$ cat src/rtl/counter_pkg.sv
// Shared types and defaults for the counter subsystem.
package counter_pkg;

    localparam int unsigned DCNT_WIDTH_DEFAULT = 4;

    typedef enum logic [0:0] {
        IDLE = 1'b0,
        RUN  = 1'b1
    } dcnt_state_t;

endpackage : counter_pkg

$ cat src/rtl/count_reg.sv
// WIDTH-bit register with async active-low clear and synchronous load.
module count_reg #(
    parameter int unsigned WIDTH = 4
) (
    input  logic             clk,
    input  logic             reset_n,
    input  logic             load,
    input  logic [WIDTH-1:0] d,
    output logic [WIDTH-1:0] q
);

    logic [WIDTH-1:0] q_q;
    logic [WIDTH-1:0] q_d;

    always_comb begin
        q_d = q_q;
        if (load) begin
            q_d = d;
        end
    end

    always_ff @(posedge clk or negedge reset_n) begin
        if (!reset_n) begin
            q_q <= '0;
        end else begin
            q_q <= q_d;
        end
    end

    assign q = q_q;

endmodule : count_reg

$ cat src/rtl/down_counter_4b.sv
// Loadable down counter with one-cycle terminal-count pulse and optional
// auto-reload of the last loaded value; used as an interval/timeout timer.
module down_counter_4b
    import counter_pkg::*;
#(
    parameter int unsigned WIDTH = DCNT_WIDTH_DEFAULT
) (
    input  logic             clk,
    input  logic             reset_n,
    input  logic             en,
    input  logic             load,
    input  logic [WIDTH-1:0] load_val,
    input  logic             auto_reload,
    output logic [WIDTH-1:0] count,
    output logic             tc,
    output logic             busy
);

    dcnt_state_t      state_q;
    dcnt_state_t      state_d;
    logic [WIDTH-1:0] count_q;
    logic [WIDTH-1:0] count_d;
    logic             count_ld;
    logic [WIDTH-1:0] reload_q;
    logic             tc_q;
    logic             tc_d;
    logic             busy_q;
    logic             busy_d;
    logic             terminal;

    // A terminal event is the enabled decrement out of a count of one.
    assign terminal = (state_q == RUN) && en && (count_q == WIDTH'(1));

    always_ff @(posedge clk or negedge reset_n) begin
        if (!reset_n) begin
            state_q <= IDLE;
        end else begin
            state_q <= state_d;
        end
    end

    always_comb begin
        state_d = state_q;
        if (load) begin
            state_d = (load_val != '0) ? RUN : IDLE;
        end else if (terminal && !auto_reload) begin
            state_d = IDLE;
        end
    end

    always_comb begin
        count_d  = count_q;
        count_ld = 1'b0;
        tc_d     = 1'b0;
        if (load) begin
            count_ld = 1'b1;
            count_d  = load_val;
        end else if (terminal) begin
            count_ld = 1'b1;
            count_d  = auto_reload ? reload_q : '0;
            tc_d     = 1'b1;
        end else if ((state_q == RUN) && en && (count_q != '0)) begin
            count_ld = 1'b1;
            count_d  = count_q - WIDTH'(1);
        end
        busy_d = (state_d == RUN);
    end

    always_ff @(posedge clk or negedge reset_n) begin
        if (!reset_n) begin
            tc_q   <= 1'b0;
            busy_q <= 1'b0;
        end else begin
            tc_q   <= tc_d;
            busy_q <= busy_d;
        end
    end

    count_reg #(.WIDTH(WIDTH)) u_count_reg (
        .clk     (clk),
        .reset_n (reset_n),
        .load    (count_ld),
        .d       (count_d),
        .q       (count_q)
    );

    count_reg #(.WIDTH(WIDTH)) u_reload_reg (
        .clk     (clk),
        .reset_n (reset_n),
        .load    (load),
        .d       (load_val),
        .q       (reload_q)
    );

    assign count = count_q;
    assign tc    = tc_q;
    assign busy  = busy_q;

endmodule : down_counter_4b

$ cat config.mk
export PLATFORM = sky130hd
export DESIGN_NAME = down_counter_4b
export DESIGN_NICKNAME = d
export VERILOG_FILES = /design/src/rtl/counter_pkg.sv /design/src/rtl/count_reg.sv /design/src/rtl/down_counter_4b.sv
export SDC_FILE = /design/constraint.sdc
export NUM_CORES = 1
export LEC_CHECK = 0
export CAP_MARGIN = 30
export CELL_PAD_IN_SITES_DETAIL_PLACEMENT = 1
export CELL_PAD_IN_SITES_GLOBAL_PLACEMENT = 1
export CORE_AREA = 2 2 44 46
export DETAILED_ROUTE_END_ITERATION = 10
export DIE_AREA = 0 0 46 48
export GPL_TIMING_DRIVEN = 0
export PLACE_DENSITY_LB_ADDON = 0.1
export SLEW_MARGIN = 20
export SYNTH_ARGS = -nofsm -noshare
export SYNTH_HDL_FRONTEND = slang
export SYNTH_SLANG_ARGS = --single-unit
$ cat constraint.sdc
create_clock -name clk -period 4.6 [get_ports clk]
set_input_delay 0.92 -clock clk [delete_from_list [all_inputs] [get_ports clk]]
set_output_delay 0.92 -clock clk [all_outputs]
set_load 0.02 [all_outputs]
==> results.sh, run 1 <==
export IMPL_status="finished, final reports clean"
export IMPL_max_freq_mhz=430
export IMPL_antenna_found_initial=0
export IMPL_worst_slew_pin_slew_ps=448
export IMPL_rsz0062_at_grt="no"
export IMPL_num_vias=509
export IMPL_place_ws_ps=2240
export IMPL_nets=91
export IMPL_htreeDepth=1
export IMPL_layout_setup_ws_ps=2280
export IMPL_fin_util=0.468
export IMPL_netlist_area_sq_um=593
export IMPL_peakVddDrop_v=0.000185
export IMPL_hold_viol=0
export IMPL_cp_cell_sequence="clkdlybuf4s50_1"
export IMPL_postCtsHoldBufs=0
export IMPL_synthTopCellsByArea="dfrtp_1, ha_1, o21ai_0, inv_1, nand2_1"
export IMPL_grt_pass1_vias=535
export IMPL_period_share=0.505
export IMPL_netlist_cell_type_count=29
export IMPL_max_stage_delay_ps=650
export IMPL_grt_max_degree=11
export IMPL_routedWlPerCell_microns=15.4
export IMPL_cp_max_fo=5
export IMPL_syn2layout_area_growth_pct=33.3
export IMPL_portBuffers=14
export IMPL_synth_seq_area_share=0.422
export IMPL_cts_tree="built"
export IMPL_synth_edf_count=0
export IMPL_grt_usage=0.167
export IMPL_clock_latency_ps=270
export IMPL_maxCapViolCount=0
export IMPL_cts_setup_buffers=0
export IMPL_clk_pin_slew_ps=70
export IMPL_cp_required_ps=3680
export IMPL_dp_final_hpwl_mm=1.15
export IMPL_cts_resized=0
export IMPL_grt_pass1_wl_mm=2.55
export IMPL_cts_buffers=3
export IMPL_final_cells=95
export IMPL_worstSetupPathType="flop to output pin"
export IMPL_ys_ff_latch=10
export IMPL_synthMostInstantiatedCell="dfrtp_1"
export IMPL_synth_ff_type="dfrtp_1"
export IMPL_start_kind="flop"
export IMPL_drtIter0Drc=7
export IMPL_finClkSkew_ps=0.163
export IMPL_setup_violations=0
export IMPL_leakage_uw=0.000349
export IMPL_gp_congestion=0.716
export IMPL_synth_area_leader_cell="dfrtp_1"
export IMPL_dpl_cell_count=91
export IMPL_cp_top_family="buffers and inverters"
export IMPL_arrival_ps=1400
export IMPL_ys_warn_count=0
export IMPL_dieArea_sq_um=2210
export IMPL_synth_nets=72
export IMPL_diodes=0
export IMPL_die_w_microns=46
export IMPL_core_sq_um=1690
export IMPL_cts_sinks=10
export IMPL_critPathSlowestCell="clkdlybuf4s50_1"
export IMPL_grt_ovfl_total=0
export IMPL_synthCells=60
export IMPL_timing_slew_headroom=0.700
export IMPL_drive_above_1_share=0.128
export IMPL_pwr_density_cell_nw_per_um2=333
export IMPL_fp_row_count=15
export IMPL_synth_top_cell_area_share=0.422
export IMPL_clock_path_buffers=2
export IMPL_start_util=0.351
export IMPL_firstDrtPassIters=4
export IMPL_finalCriticalPeriod_ps=2320
export IMPL_finalSetupTns_ps=0
export IMPL_viasPerCell=5.36
export IMPL_postSynth_asyncResetShare=1.00
export IMPL_drc=0
export IMPL_yosys_top_cells_count="dfrtp_1, inv_1, nand2_1, o21ai_0, ha_1"
export IMPL_syn_avg_cell_area_sq_um=9.88
export IMPL_end_kind="output pin"
export IMPL_antenna_left=0
export IMPL_routed_wl_mm=1.46
export IMPL_root_buffer="clkbuf_4"
export IMPL_finalMaxSlewViolations=0
export IMPL_ios=15
export IMPL_path_buf_inv=1
export IMPL_die_h_microns=48
export IMPL_hold_path_class="flop to flop"
-- power by group --
| group | leakage, uW | total [uW] | internal [uW] | switching (uW) |
|---|---|---|---|---|
| Combinational | 0.000207 | 73.9 | 34.6 | 39.3 |
| Clock | 0.0000210 | 82.2 | 48.1 | 34.1 |
| Sequential | 0.000121 | 107 | 96.4 | 10.5 |
| Total | 0.000349 | 263 | 179 | 84.0 |
-- metrics by stage --
step           area, sq um  hold WS [ps]  total power [uW]
3_5_place_dp           754           503               183
2_1_floorplan          593           481               151
5_1_grt                791           571               278
3_3_place_gp           754           495               181
4_1_cts                791           519               265
6_report               791           518               263
-- flip-flops by register name, indices dropped and copies added (netlist names) --
| name | cells |
|---|---|
| busy | 1 |
| u_count_reg.q | 4 |
| u_reload_reg.q | 4 |
| tc | 1 |
-- cells by family after synthesis --
family	count (synthesis)	synth area share
AND/OR/NAND/NOR	17	0.171
multiplexers	1	0.0190
buffers and inverters	9	0.0696
XOR/XNOR	1	0.0148
flip-flops	10	0.422
adder cells (fa/ha/maj)	3	0.0633
AO/OA/AOI/OAI	19	0.241
-- layer usage --
layer  track usage  vias up  part of all wire
li1              -      256                 -
met1         0.244      239              0.48
met2         0.239       10              0.47
met3        0.0340        4             0.031
met4        0.0686        0             0.014
met5             0        -                 0
-- final timing paths --
kind	start	endpoint	cells past startpoint	slack (ps)
max in group asynchronous	reset_n	u_count_reg.q[0]	1	3340
min	u_reload_reg.q[0]	u_reload_reg.q[0]	1	520
min reg2reg	u_reload_reg.q[0]	u_reload_reg.q[0]	1	520
max	u_count_reg.q[2]	count[2]	1	2280
min in group asynchronous	reset_n	u_count_reg.q[3]	1	960
max reg2reg	u_count_reg.q[1]	u_count_reg.q[3]	7	2920
-- cells in the final DEF (no fill, tap or decap), types with 2 or more instances in the layout --
master / n
clkdlybuf4s50_1: 14
dfrtp_1: 10
inv_1: 7
nand2_1: 6
o21ai_0: 6
ha_1: 3
clkbuf_4: 3
nor2_1: 2
a21oi_1: 2
o21ai_1: 2
nand3_1: 2
-- layout make-up --
type | count | area [sq um]
clock buffers | 4 | 36.3
inverters | 7 | 26.3
fillers | 202 | 898
well taps | 17 | 21.3
flip-flops and latches | 10 | 250
plain buffers | 2 | 15.0
multi-input cells | 41 | 302
repair buffers | 14 | 140
No activity file was read; power rests on OpenSTA's default activity.
==> run 2, diff against run 1 <==
CORE_AREA = 2 2 47 49   (was 2 2 44 46)
DIE_AREA = 0 0 49 51   (was 0 0 46 48)
clock period = 2.05 ns   (was 4.6 ns; I/O delays follow)
==> results.sh, run 2 (synthesis results as in run 1) <==
export IMPL_root_buffer="clkbuf_4"
export IMPL_drtIter0Drc=3
export IMPL_power_uw=537
export IMPL_setup_violations=0
export IMPL_pwr_density_cell_nw_per_um2=679
export IMPL_drc=0
export IMPL_cts_buffers=3
export IMPL_cp_required_ps=1640
export IMPL_max_freq_mhz=560
export IMPL_worst_slew_pin_slew_ps=510
export IMPL_die_h_microns=51
export IMPL_fin_util=0.383
export IMPL_finalMaxSlewViolations=0
export IMPL_routed_wl_mm=1.44
export IMPL_cp_cell_sequence="clkdlybuf4s50_1"
export IMPL_start_util=0.287
export IMPL_finalSetupTns_ps=0
export IMPL_maxCapViolCount=0
export IMPL_dieArea_sq_um=2500
export IMPL_cts_tree="built"
export IMPL_period_share=0.872
export IMPL_start_kind="flop"
export IMPL_viasPerCell=4.91
export IMPL_final_cells=105
export IMPL_clock_path_buffers=2
export IMPL_status="finished, final reports clean"
export IMPL_layout_commonest_cell="clkdlybuf4s50_1"
export IMPL_cp_max_fo=7
export IMPL_leakage_uw=0.000342
export IMPL_grt_ovfl_total=0
export IMPL_worstSetupPathType="flop to output pin"
export IMPL_hold_viol=0
export IMPL_htreeDepth=1
export IMPL_nets=91
export IMPL_place_ws_ps=189
export IMPL_timing_slew_headroom=0.659
export IMPL_finalCriticalPeriod_ps=1790
export IMPL_grt_max_degree=11
export IMPL_rsz0062_at_grt="no"
export IMPL_core_sq_um=2060
export IMPL_dpl_cell_count=102
export IMPL_clk_pin_slew_ps=70
export IMPL_cts_resized=0
export IMPL_layout_setup_ws_ps=263
export IMPL_cts_setup_buffers=0
export IMPL_critPathSlowestCell="clkdlybuf4s50_1"
export IMPL_postCtsHoldBufs=0
export IMPL_cts_sinks=10
export IMPL_peakVddDrop_v=0.000305
export IMPL_grt_pass1_wl_mm=2.52
export IMPL_gp_congestion=0.710
export IMPL_arrival_ps=1380
export IMPL_cp_top_family="buffers and inverters"
export IMPL_diodes=0
export IMPL_fp_row_count=17
export IMPL_path_buf_inv=1
export IMPL_num_vias=516
export IMPL_portBuffers=14
export IMPL_max_stage_delay_ps=650
export IMPL_die_w_microns=49
export IMPL_ios=15
export IMPL_routedWlPerCell_microns=13.7
export IMPL_grt_pass1_vias=523
export IMPL_dp_final_hpwl_mm=1.15
export IMPL_grt_usage=0.136
export IMPL_finClkSkew_ps=4.93
export IMPL_firstDrtPassIters=4
export IMPL_clock_latency_ps=260
export IMPL_final_cell_mix="clkdlybuf4s50_1, dfrtp_1, inv_1"
export IMPL_hold_path_class="input port to async pin"
export IMPL_antenna_found_initial=0
export IMPL_end_kind="output pin"
export IMPL_drive_above_1_share=0.117
export IMPL_syn2layout_area_growth_pct=33.3
export IMPL_antenna_left=0
-- run 2: cell types whose count changed in the layout (fill, tap and decap cells not counted), sizes merged --
cell,previous run,this run
clkbuf,5,4
-- run 2: cell type report --
type                            count  area [sq um]
Fill cell                         250          1270
Multi-Input combinational cell     41           302
Sequential cell                    10           250
Timing Repair Buffer               14           140
Tap cell                           28          35.0
Inverter                            7          26.3
Clock buffer                        3          22.5
Buffer                              2          15.0
-- run 2: path summary, 6_finish.rpt --
| check | from | endpoint | slack (ps) | depth (start not counted) |
|---|---|---|---|---|
| max in group asynchronous | reset_n | u_reload_reg.q[3] | 1220 | 1 |
| min in group clk | u_reload_reg.q[0] | u_reload_reg.q[0] | 510 | 1 |
| worst max register to register | u_count_reg.q[1] | u_count_reg.q[3] | 390 | 7 |
| worst min-delay path | reset_n | busy | 490 | 1 |
| worst min register to register | u_reload_reg.q[0] | u_reload_reg.q[0] | 510 | 1 |
| worst max-delay path | u_count_reg.q[0] | count[0] | 260 | 1 |
-- run 2: per-stage QoR --
step	cell area (sq um)	hold WS, ps
final	791	487
after global routing	791	508
after CTS	791	496
after detailed placement	768	501
after global placement	768	496
after floorplan	593	114
-- run 2: power breakdown --
| part | internal [uW] | switching [uW] |
|---|---|---|
| registers | 217 | 22.8 |
| clock network | 67.7 | 66.5 |
| logic | 77.5 | 85.8 |
| total | 362 | 175 |
-- run 2: routing by layer --
layer | wire, microns | vias to the layer above | GRT usage
met4 | 12 | 0 | 0.0714
met3 | 49 | 2 | 0.0292
met1 | 690 | 253 | 0.167
met2 | 682 | 8 | 0.224
met5 | 0 | - | 0
li1 | - | 253 | -
==> run 3, diff against run 2 <==
HOLD_SLACK_MARGIN = 0.1   (was unset)
==> results of run 3 <==
No change in the layout: final DEF, timing and power equal those of run 2.
